`src/rtl/sfx_chime_sequencer_pkg.sv`:
```
// Shared types and defaults for the chime sequencer.
package sfx_chime_sequencer_pkg;

  typedef enum logic [1:0] {
    StIdle  = 2'd0,
    StPlayA = 2'd1,
    StPlayB = 2'd2,
    StNext  = 2'd3
  } sfx_state_e;

  localparam int unsigned DefaultAmpStep = 200;

endpackage

```
`src/rtl/sfx_chime_sequencer_square_osc.sv`:
```
// Square-wave phase generator; the phase flips every div_i enabled cycles.
module sfx_chime_sequencer_square_osc #(
  parameter int unsigned DivW = 22
) (
  input  logic            clk,
  input  logic            rst_n,
  input  logic [DivW-1:0] div_i,
  input  logic            restart_i,
  input  logic            en_i,
  output logic            phase_o
);

  logic [DivW-1:0] cnt_q, cnt_d;
  logic            phase_q, phase_d;

  always_comb begin
    cnt_d   = cnt_q;
    phase_d = phase_q;
    if (restart_i) begin
      cnt_d   = '0;
      phase_d = 1'b0;
    end else if (en_i && (div_i != '0)) begin
      // >= rather than == keeps the counter bounded if div_i ever shrinks
      if (cnt_q >= div_i - DivW'(1)) begin
        cnt_d   = '0;
        phase_d = ~phase_q;
      end else begin
        cnt_d = cnt_q + DivW'(1);
      end
    end
  end

  always_ff @(posedge clk or negedge rst_n) begin
    if (!rst_n) begin
      cnt_q   <= '0;
      phase_q <= 1'b0;
    end else begin
      cnt_q   <= cnt_d;
      phase_q <= phase_d;
    end
  end

  assign phase_o = phase_q;

endmodule

```
`src/rtl/sfx_chime_sequencer.sv`:
```
// Event-driven two-note chime player: synchronised toggle events, priority queue, square samples.
module sfx_chime_sequencer
  import sfx_chime_sequencer_pkg::*;
#(
  parameter int unsigned NUM_EVENTS = 4,
  parameter int unsigned DIV_W      = 22,
  parameter int unsigned DUR_W      = 26,
  parameter int unsigned AMP_W      = 16,
  parameter int unsigned AMP_STEP   = DefaultAmpStep,
  localparam int unsigned EvW       = (NUM_EVENTS > 1) ? $clog2(NUM_EVENTS) : 1
) (
  input  logic                          clk,
  input  logic                          rst_n,
  input  logic [NUM_EVENTS-1:0]         ev_toggle,
  input  logic [NUM_EVENTS*DIV_W-1:0]   ev_div_a,
  input  logic [NUM_EVENTS*DIV_W-1:0]   ev_div_b,
  input  logic [NUM_EVENTS*DUR_W-1:0]   ev_dur,
  input  logic [2:0]                    volume,
  input  logic                          mute,
  output logic signed [AMP_W-1:0]       audio_left,
  output logic signed [AMP_W-1:0]       audio_right,
  output logic                          busy,
  output logic [EvW-1:0]                cur_event
);

  logic [NUM_EVENTS-1:0] sync1_q, sync2_q, prev_q, new_q;
  logic [NUM_EVENTS-1:0] pend_q, pend_d, det, clr;

  logic [DIV_W-1:0] div_a_tbl [NUM_EVENTS];
  logic [DIV_W-1:0] div_b_tbl [NUM_EVENTS];
  logic [DUR_W-1:0] dur_tbl   [NUM_EVENTS];

  sfx_state_e       state_q, state_d;
  logic [EvW-1:0]   cur_event_q, cur_event_d, sel_idx;
  logic [DIV_W-1:0] div_a_q, div_a_d, div_b_q, div_b_d, div_cur;
  logic [DUR_W-1:0] dur_q, dur_d, dur_cnt_q, dur_cnt_d, dur_sel;
  logic             load, to_b, preempt, playing, phase, note_on;
  logic [AMP_W-1:0] mag, sample_q, sample_d;

  assign det = sync2_q ^ prev_q;

  always_comb begin
    for (int i = 0; i < int'(NUM_EVENTS); i++) begin
      div_a_tbl[i] = ev_div_a[i*DIV_W +: DIV_W];
      div_b_tbl[i] = ev_div_b[i*DIV_W +: DIV_W];
      dur_tbl[i]   = ev_dur[i*DUR_W +: DUR_W];
    end
  end

  // Scan downwards so the lowest pending index wins.
  always_comb begin
    sel_idx = '0;
    for (int i = int'(NUM_EVENTS) - 1; i >= 0; i--) begin
      if (pend_q[i]) sel_idx = EvW'(i);
    end
  end

  always_comb begin
    preempt = 1'b0;
    for (int i = 0; i < int'(NUM_EVENTS); i++) begin
      if (new_q[i] && (EvW'(i) <= cur_event_q)) preempt = 1'b1;
    end
  end

  assign playing = (state_q == StPlayA) || (state_q == StPlayB);
  assign dur_sel = dur_tbl[sel_idx];

  always_comb begin
    state_d = state_q;
    load    = 1'b0;
    to_b    = 1'b0;
    unique case (state_q)
      StIdle: load = |pend_q;
      StPlayA, StPlayB: begin
        if (preempt) begin
          load = 1'b1;
        end else if (dur_cnt_q == '0) begin
          if ((state_q == StPlayA) && (div_b_q != '0)) to_b = 1'b1;
          else state_d = StNext;
        end
      end
      StNext: begin
        if (|pend_q) load = 1'b1;
        else state_d = StIdle;
      end
      default: state_d = StIdle;
    endcase
    if (load) state_d = StPlayA;
    if (to_b) state_d = StPlayB;
  end

  always_comb begin
    clr         = load ? (NUM_EVENTS'(1) << sel_idx) : '0;
    pend_d      = (pend_q & ~clr) | det;
    cur_event_d = cur_event_q;
    div_a_d     = div_a_q;
    div_b_d     = div_b_q;
    dur_d       = dur_q;
    dur_cnt_d   = dur_cnt_q;
    if (load) begin
      cur_event_d = sel_idx;
      div_a_d     = div_a_tbl[sel_idx];
      div_b_d     = div_b_tbl[sel_idx];
      dur_d       = dur_sel;
      dur_cnt_d   = (dur_sel == '0) ? '0 : dur_sel - DUR_W'(1);
    end else if (to_b) begin
      dur_cnt_d = (dur_q == '0) ? '0 : dur_q - DUR_W'(1);
    end else if (playing && (dur_cnt_q != '0)) begin
      dur_cnt_d = dur_cnt_q - DUR_W'(1);
    end
  end

  assign div_cur = (state_q == StPlayB) ? div_b_q : div_a_q;

  sfx_chime_sequencer_square_osc #(
    .DivW (DIV_W)
  ) u_osc (
    .clk       (clk),
    .rst_n     (rst_n),
    .div_i     (div_cur),
    .restart_i (load | to_b),
    .en_i      (playing),
    .phase_o   (phase)
  );

  assign note_on  = playing && (div_cur != '0) && !mute && (volume != 3'd0);
  assign mag      = AMP_W'(volume * AMP_STEP);
  assign sample_d = note_on ? (phase ? mag : -mag) : '0;

  always_ff @(posedge clk or negedge rst_n) begin
    if (!rst_n) begin
      sync1_q     <= '0;
      sync2_q     <= '0;
      prev_q      <= '0;
      new_q       <= '0;
      pend_q      <= '0;
      state_q     <= StIdle;
      cur_event_q <= '0;
      div_a_q     <= '0;
      div_b_q     <= '0;
      dur_q       <= '0;
      dur_cnt_q   <= '0;
      sample_q    <= '0;
    end else begin
      sync1_q     <= ev_toggle;
      sync2_q     <= sync1_q;
      prev_q      <= sync2_q;
      new_q       <= det;
      pend_q      <= pend_d;
      state_q     <= state_d;
      cur_event_q <= cur_event_d;
      div_a_q     <= div_a_d;
      div_b_q     <= div_b_d;
      dur_q       <= dur_d;
      dur_cnt_q   <= dur_cnt_d;
      sample_q    <= sample_d;
    end
  end

  assign audio_left  = sample_q;
  assign audio_right = sample_q;
  assign busy        = (state_q != StIdle);
  assign cur_event   = cur_event_q;

endmodule

```
`config.mk`:
```
export PLATFORM = sky130hd
export DESIGN_NAME = sfx_chime_sequencer
export DESIGN_NICKNAME = d
export VERILOG_FILES = /design/src/rtl/sfx_chime_sequencer_pkg.sv /design/src/rtl/sfx_chime_sequencer_square_osc.sv /design/src/rtl/sfx_chime_sequencer.sv
export SDC_FILE = /design/constraint.sdc
export NUM_CORES = 1
export LEC_CHECK = 0
export BUFFER_PORTS_ARGS = -buffer_cell sky130_fd_sc_hd__buf_2
export CAP_MARGIN = 15
export CORE_MARGIN = 4
export CORE_UTILIZATION = 50
export DETAILED_ROUTE_END_ITERATION = 8
export PLACE_DENSITY = 0.77
export SYNTH_ARGS = -nofsm -noshare
export SYNTH_HDL_FRONTEND = slang
export SYNTH_SLANG_ARGS = --single-unit
```
`constraint.sdc`:
```
create_clock -name clk -period 14.5 [get_ports clk]
set_input_delay 1.45 -clock clk [delete_from_list [all_inputs] [get_ports clk]]
set_output_delay 1.45 -clock clk [all_outputs]
set_load 0.02 [all_outputs]
```
======== Word level (Yosys, flattened, before mapping) ========
Index checks and enable logic that the tools add are counted.
storage, ports and cells
  flip-flop bits (word level) ............. 159
  word-level logic and storage cells ...... 116
operators by class
  add/sub/neg operators ................... 6
  reductions and logical operators ........ 28
  $mul .................................... 1
  magnitude comparators ................... 6
  multiplexer cells ....................... 46
  eq/ne operators ......................... 7
  shift-type cells ........................ 1
  bitwise gates (word level) .............. 7
operators by type and width
  operator                                                                          count
  26-bit 2-to-1 mux                                                                 7
  22-bit 2-to-1 mux                                                                 8
  22-bit binary-select mux with 2-bit select                                        2
  26-bit logical NOT                                                                3
  26-bit by 1-bit subtractor with 26-bit output (second input constant)             3
  26-bit binary-select mux with 2-bit select                                        1
  22-bit nonzero test                                                               2
  16-bit 2-to-1 mux                                                                 2
  26-bit nonzero test                                                               1
  22-bit by 1-bit adder with 22-bit output (second input constant)                  1
  22-bit >= comparator                                                              1
  22-bit by 1-bit subtractor with 22-bit output (second input constant)             1
  2-bit 2-to-1 mux                                                                  10
  4-bit != test (second input constant)                                             4
  11-bit negator with 16-bit output                                                 1
  1-bit 2-to-1 mux                                                                  13
  1-bit logical AND                                                                 9
  3-bit by 5-bit multiplier with 8-bit output (second input constant)               1
  2-bit nonzero test                                                                3
  3-bit nonzero test                                                                2
  5-bit AND reduction                                                               1
  4-bit AND                                                                         1
  2-bit == test (second input constant)                                             2
  1-bit by 2-bit less-or-equal comparator with 1-bit output (first input constant)  2
  20 further kinds                                                                  21

======== Longest topological paths before layout ========
Gate-level depths: netlist of run 1.
  depth in word-level cells ............... 12
  gate-level depth with buffers ........... 24
  depth with buffers taken out ............ 19

======== Modules after synthesis ========
Synthesis of run 1 repeated with hierarchy kept, for this count alone.
second synthesis, totals
  cell total of the unflattened synthesis .. 1,359
  area, all modules ....................... 11,667.4 um^2
modules (own cells, without submodules)
  module                          instances  area an instance (um^2)  cells an instance  seq. area each (um^2)
  sfx_chime_sequencer             1          9,464.1                  1,102              3,303.2
  sfx_chime_sequencer_square_osc  1          2,203.4                  257                575.6

======== Least setup slack after synthesis of run 1 ========
No wires, ideal clock.
  path kind ............................... register to register
  start point ............................. reg state_q[0]
  end point ............................... reg u_osc.cnt_q[13]
  period minus slack after synthesis ...... 5,129 ps
  library setup time ...................... 116 ps
  data required time ...................... 14,384 ps
  slack ................................... 9,371 ps
  cell stages (with the launch flop) ...... 22
  data arrival time ....................... 5,013 ps
  path through ............................ dfrtp_1 > inv_1 > ha_1 > clkbuf_1 > clkbuf_1 > clkbuf_1 > clkbuf_1 > mux2i_1 > ha_1 > o221ai_1 > nor4b_1 > o211a_1 > xor2_1 > ha_1 > nor2b_1 > o21ai_0 > nand2b_1 > a2111oi_0 > o311a_1 > nand2_1 > clkbuf_1 > o311ai_0
between the ends
  cells in the longest elaborated chain, start to end .. 8
  elaborated cells on any way between the ends .. 22
  those cells by class .................... add/sub: 1; order compare: 1; eq/ne: 3; mux: 9; bitwise: 1; reduce/logical: 7
ends and longest elaborated chain
  element                                                                                line                                  source
  from (decl)                                                                            sfx_chime_sequencer.sv:33             sfx_state_e state_q, state_d;
  from (signal assigned)                                                                 sfx_chime_sequencer.sv:137            state_q <= StIdle;
  from (signal assigned)                                                                 sfx_chime_sequencer.sv:150            state_q <= state_d;
  branches (longest 8 deep; another with 22-bit by 1-bit subtractor with 22-bit output)  -
  to (signal assigned)                                                                   sfx_chime_sequencer_square_osc.sv:38  cnt_q <= cnt_d;
  to (decl)                                                                              sfx_chime_sequencer_square_osc.sv:13  logic [DivW-1:0] cnt_q, cnt_d;
Parallel ways; which one is timed is not known. The select of a mux whose other input is x is not followed.
A chain may end at the register's enable or synchronous reset.

======== Final worst setup path of run 1 ========
  start point ............................. reg state_q[0]
  end point ............................... reg u_osc.cnt_q[17]
The elaborated chain is that of the path after synthesis.

==> results of run 1 <==
worst max-delay path, delay by kind of cell, from the launching register on:
family,cells,cell delay [ns]
xor gates and xnor gates,1,0.15
AOI/OAI and AO/OA,6,2.38
buffers and inverters,1,0.10
and+or+nand+nor,4,1.45
DFF,1,0.40
muxes,1,0.38
adders and majority gates,3,1.32
cells by family after synthesis:
group	after synthesis	synth area share, %
other cells	1	0.0331
compound gates	387	25.0
simple gates	531	22.7
mux	24	2.13
xor+xnor	72	5.57
fa+ha+maj	40	4.42
flops	155	34.3
buf+inv	136	5.85
metal layers:
metal	part of all wire (%)	GRT usage [%]	wire, µm	vias to the layer above
met5	0	0	0	-
met4	1.9	8.65	701	0
met3	9.0	5.95	3320	58
met2	47	43.9	17300	632
met1	42	40.4	15600	5681
li1	-	-	-	5585
synth_stat cells (11+ instances only):
master / n / area (µm²)
a221oi_1: 11 / 96.3
or4_1: 11 / 82.6
a31oi_1: 53 / 332
and3_1: 12 / 75.1
mux2i_1: 23 / 230
dfrtp_1: 155 / 3880
ha_1: 40 / 500
nor3_1: 42 / 210
nand2b_1: 15 / 93.8
buf_4: 23 / 173
o311ai_0: 18 / 158
xor2_1: 35 / 307
or3_1: 15 / 93.8
a222oi_1: 45 / 450
o21a_1: 15 / 113
a221o_1: 11 / 110
xnor2_1: 37 / 324
clkbuf_1: 60 / 225
nor4_1: 24 / 150
inv_1: 31 / 116
nor2_1: 146 / 548
nand4_1: 31 / 194
o22ai_1: 15 / 93.8
nand2_1: 151 / 567
nand3_1: 31 / 155
a211oi_1: 13 / 97.6
o21ai_0: 63 / 315
a21oi_1: 54 / 270
layout make-up:
type,count,area (µm²)
inverter,32,120
clock inverter,14,151
multi-input combinational,1060,6820
fill,1962,8570
tap,280,350
sequential,155,3880
timing repair buffer,331,1700
antenna,2,5.00
clock buffer,18,429
flip-flops by register name, summed over array words and instances, names as in the netlist:
register,cells
pend_q,4
div_b_q,22
cur_event,2
new_q,4
state_q,2
audio_left,12
dur_q,26
div_a_q,22
sync2_q,4
dur_cnt_q,26
prev_q,4
sync1_q,4
u_osc.phase_o,1
u_osc.cnt_q,22
power by group through the flow:
stage	logic (mW)	registers [mW]	clock network, mW
after CTS	1.06	0.792	0.451
final	1.08	0.796	0.446
after detailed placement	1.06	0.799	0
after global routing	1.19	0.823	0.472
after global placement	1.04	0.790	0
after floorplan	0.789	0.737	0
through the flow:
stage	utilization [%]	area, µm²	setup slack (ns)
4_1_cts	61.0	13400	8.22
6_report	61.1	13500	8.14
2_1_floorplan	-	11300	9.37
5_1_grt	61.1	13500	7.47
3_5_place_dp	58.4	12900	8.24
3_3_place_gp	58.4	12900	8.56
path summary, 6_finish.rpt:
check / startpoint / to / slack (ns) / cells past startpoint
max: state_q[0]$_DFFE_PN0P_ / u_osc.cnt_q[17]$_DFFE_PN0P_ / 8.14 / 16
min: sync1_q[0]$_DFF_PN0_ / sync2_q[0]$_DFF_PN0_ / 0.35 / 0
max reg2reg: state_q[0]$_DFFE_PN0P_ / u_osc.cnt_q[17]$_DFFE_PN0P_ / 8.14 / 16
min reg2reg: sync1_q[0]$_DFF_PN0_ / sync2_q[0]$_DFF_PN0_ / 0.35 / 0
max in group asynchronous: rst_n / dur_q[11]$_DFFE_PN0N_ / 12.10 / 2
min in group asynchronous: rst_n / dur_q[15]$_DFFE_PN0N_ / 1.07 / 1
==> reports/results.ini, run 1 <==
[outcome]
run_status=finished clean

[place]
place_hpwl_um=28100
dp.cells=1857
gp_congestion=0.931
io_buffers=318

[pwr]
total_power_mw=2.32
leakage_nw=5.93
power_density_nw_per_um2=173
p_sw_mw=1.08
seqPwrFrac_pct=34.2
pwr-share-comb_pct=46.6
p_int_mw=1.25
clkPwrFrac_pct=19.2
ir_drop_v=0.0000968
swShare_pct=46.4

[timing]
period_share_pct=43.8
max_freq_ghz=0.157
period_minus_slack_ns=6.36
hold_ws_ns=0.351
max_slew_margin_pct=23.3
slew_viol_final=0
tightest_slew_ns=1.15
skew_ns=0.0115
rsz0062_at_grt=no
setup_viol=0
finalSetupTns_ns=0
hold_violations=0

[grt]
antenna_found_initial=2
grt_overflow=0
grtUsageTotal_pct=28.5
grt_pass1_vias=10800
grt_pass1_wl_um=56900
grt_max_degree=103

[yosys]
syn-instance-count=1346
synthFlopType=dfrtp_1
synth_edf_count=0
syn_avg_cell_area_um2=8.41
synthArstFlopShare_pct=100
synth.distinct_cells=75
ys_seq_area_share_pct=34.3
ys_seq_elements=155
syn-cell-area_um2=11300
yosysWarnings=0

[clock_tree]
path_clk_slew_ns=0.07
clockBufferDepth=2
hold_buffers=0
clock_latency_ns=0.44
postCtsSetupBuffers=0
tritoncts=yes
numCtsBuffers=17
root_buffer=clkbuf_16
clock_sinks=155
h-tree-depth=4
cts_resized=0

[die]
pin_count=325
core_area_um2=22000
dieArea_um2=25100
num_rows=54
die_y_um=158
start_util_pct=51.4
die_w_um=158

[critical_path]
cp_slowest_cell=ha_2
startpoint_type=flop
crit_chain=inv_1 -> ha_2 -> mux2i_1 -> ha_1 -> o221ai_1 -> nor4b_1 -> o211a_1 -> xor2_1 -> ha_1 -> nor2b_1 -> o21ai_0 -> nand2b_1 -> a2111oi_0 -> o311a_1 -> nand2_1 -> o311ai_0
cp_slowest_stage_delay_ns=0.80
crit_path_frequent_cell=ha_1
cp.arrival_ns=6.65
crit_type=flop to flop
worstSetupEndpointType=flop
crit_required_ns=14.79
worstPathMaxFanout=44

[routing]
routed_wl_um=36900
drc=0
vias=12000
ant_nets=0
wl_per_cell_um=19.5
first_iter_violations=1448
drt_first_pass_iters=9
via_per_inst=6.32

[final_layout]
layout_commonest_cell=buf_2
final_cell_mix=317 x buf_2, 155 x dfrtp_1, 151 x nand2_1, 143 x nor2_1, 63 x o21ai_0
final_nets=1927
drive_gt1_share_pct=24.1
syn_to_final_growth_pct=18.9
layout.cells.non_filler=1892

[worst_hold_path]
hp-class=flop to flop

[flow_run]
maxCapViolations=0

No activity file was read; power rests on OpenSTA's default activity.
==> run 2: changes to the inputs <==
Settings changed: CORE_UTILIZATION 50 to 48, PLACE_DENSITY 0.77 to 0.78.
Clock period 14.5 ns to 5.22 ns, I/O delays scaled along.
==> run 2 against run 1 <==
Effect of this change:
- sequential power grew to 2.8 times the previous value
- total power grew to 2.8 times the previous value
- final cell count is 2.2% higher
- first-iteration DRC count is 3.6% lower
- worst setup slack worse by 7.6 ns
- critical path type unchanged
- core utilization is 1.6 points lower
- register-to-register slack worse by 7.6 ns
==> reports/results.ini, run 2 (same netlist as run 1, synthesis figures left out) <==
[grt]
grt_pass1_vias=11300
grt_pass1_wl_um=58500
grt_max_degree=103
grt_overflow=0
grtUsageTotal_pct=27.4
antenna_found_initial=1

[critical_path]
crit_path_frequent_cell=ha_1
worstReg2RegStart=state_q[0]$_DFFE_PN0P_
worstSetupEndpointType=flop
worstPathMaxFanout=21
startpoint_type=flop
cp_slowest_stage_delay_ns=0.47
crit_required_ns=5.52
cp.arrival_ns=4.94
crit_type=flop to flop
worst-path-stages=17
cp_num_buf_inv=1
cpLargestDelayFamily=simple AND/OR/NAND/NOR gates
rrSetupSlack_ns=0.58
crit_chain=inv_1 -> ha_4 -> mux2i_1 -> ha_1 -> o221ai_1 -> nor4b_2 -> nand2_1 -> nor3_1 -> xor2_1 -> ha_1 -> nand4_1 -> nor4_1 -> o21a_1 -> o211ai_1 -> o311a_1 -> nand2_2 -> o311ai_0
r2r-end=u_osc.cnt_q[8]$_DFFE_PN0P_
cp-startpoint=state_q[0]$_DFFE_PN0P_
cp-endpoint=u_osc.cnt_q[8]$_DFFE_PN0P_
rr_worst_depth=17
cp_slowest_cell=o311ai_0

[final_layout]
final_nets=1937
drive_gt1_share_pct=24.8
final_cell_mix=317 x buf_2, 155 x dfrtp_1, 150 x nand2_1, 143 x nor2_1, 63 x o21ai_0
utilization_pct=59.4
reg_top3=dur_cnt_q: 26 flops, dur_q: 26 flops
layout_commonest_cell=buf_2
syn_to_final_growth_pct=20.4

[timing]
finalSetupTns_ns=0
hold_violations=0
period_share_pct=88.8
rsz0062_at_grt=no
final.setup.worst_slack_ns=0.583
tightest_slew_ns=1.20
period_minus_slack_ns=4.64
skew_ns=0.0194
max_freq_ghz=0.216
setup_viol=0
max_slew_margin_pct=19.5
slew_viol_final=0

[routing]
drt_first_pass_iters=8
wl_per_cell_um=19.2
vias=12000
via_per_inst=6.22
first_iter_violations=1396
ant_nets=0
drc=0
routed_wl_um=37100

[die]
start_util_pct=49.4
dieArea_um2=26100
pin_count=325
die_w_um=162
die_y_um=162
core_area_um2=22900
num_rows=55

[pwr]
power_density_nw_per_um2=478
ir_drop_v=0.000338
p_sw_mw=3.06
leakage_nw=5.99
clkPwrFrac_pct=19.5
pwr-share-comb_pct=46.4
swShare_pct=46.9
p_int_mw=3.46
seqPwrFrac_pct=34.1
total_power_mw=6.51

[clock_tree]
clock_sinks=155
clock_latency_ns=0.45
tritoncts=yes
root_buffer=clkbuf_16
clockBufferDepth=2
hold_buffers=0
postCtsSetupBuffers=0
path_clk_slew_ns=0.07
h-tree-depth=4
numCtsBuffers=17

[flow_run]
maxCapViolations=0

[worst_hold_path]
hp-class=primary input to asynchronous set/reset pin

[outcome]
run_status=finished clean

[place]
io_buffers=318
gp_congestion=0.916
place_hpwl_um=28300
pre_cts_ws_ns=0.0969

==> run 2: cell types whose count changed in the layout (fill, tap and decap cells not counted), moves of 2 or more <==
cell | previous run | this run
clkinv_8 | 0 | 7
inv_6 | 5 | 3
clkinv_4 | 2 | 0
buf_4 | 12 | 23
==> run 2: how the worst min path moves through the flow <==
stage | to | cells after the start
finish | sync1_q[2]$_DFF_PN0_ | 1
global route | sync1_q[3]$_DFF_PN0_ | 1
CTS | sync1_q[3]$_DFF_PN0_ | 1
detailed placement | sync2_q[2]$_DFF_PN0_ | 0
global placement | sync2_q[1]$_DFF_PN0_ | 0
floorplan | audio_left[10]$_DFF_PN0_ | 0
==> run 2: final cells by class <==
class	instances	area, µm²
Fill cell	2041	9300
Multi-Input combinational cell	1060	6840
Sequential cell	155	3880
Timing Repair Buffer	341	1770
Clock buffer	17	425
Tap cell	313	392
Clock inverter	15	193
Inverter	32	120
Antenna cell	1	2.50
==> run 2: what timing repair did <==
action	in CTS	in global routing
setup endpoints to repair	0	22
hold endpoints to repair	0	0
gates resized for setup	0	3
==> run 2: worst register-to-register path, delay by kind of cell (launching register included) <==
family                   cells  cell delay (ns)
flip-flops                   1             0.40
multiplexers                 1             0.30
AO/OA/AOI/OAI                5             1.28
adder cells (fa/ha/maj)      3             0.85
AND/OR/NAND/NOR              6             1.33
XOR/XNOR                     1             0.21
buffers and inverters        1             0.14
==> run 2: power by group through the flow <==
| stage | logic (mW) | registers (mW) | clock network [mW] |
|---|---|---|---|
| after floorplan | 2.19 | 2.05 | 0 |
| after global placement | 2.90 | 2.20 | 0 |
| final | 3.02 | 2.22 | 1.27 |
| after detailed placement | 2.97 | 2.22 | 0 |
| after global routing | 3.34 | 2.29 | 1.34 |
| after CTS | 2.99 | 2.20 | 1.28 |
==> run 2: stage by stage <==
stage                     cell area, µm²  hold slack, ns  instances
after CTS                          13600           0.171       1933
after detailed placement           13000           0.337       1901
after global routing               13600           0.163       1934
after global placement             13000           0.332       1901
final                              13600           0.174       1934
after floorplan                    11300           0.226       1351
==> run 2: routing by layer <==
metal | wire (µm) | track usage [%]
met3 | 3410 | 5.38
met1 | 15200 | 37.0
met5 | 0 | 0
met4 | 838 | 8.92
met2 | 17600 | 44.4
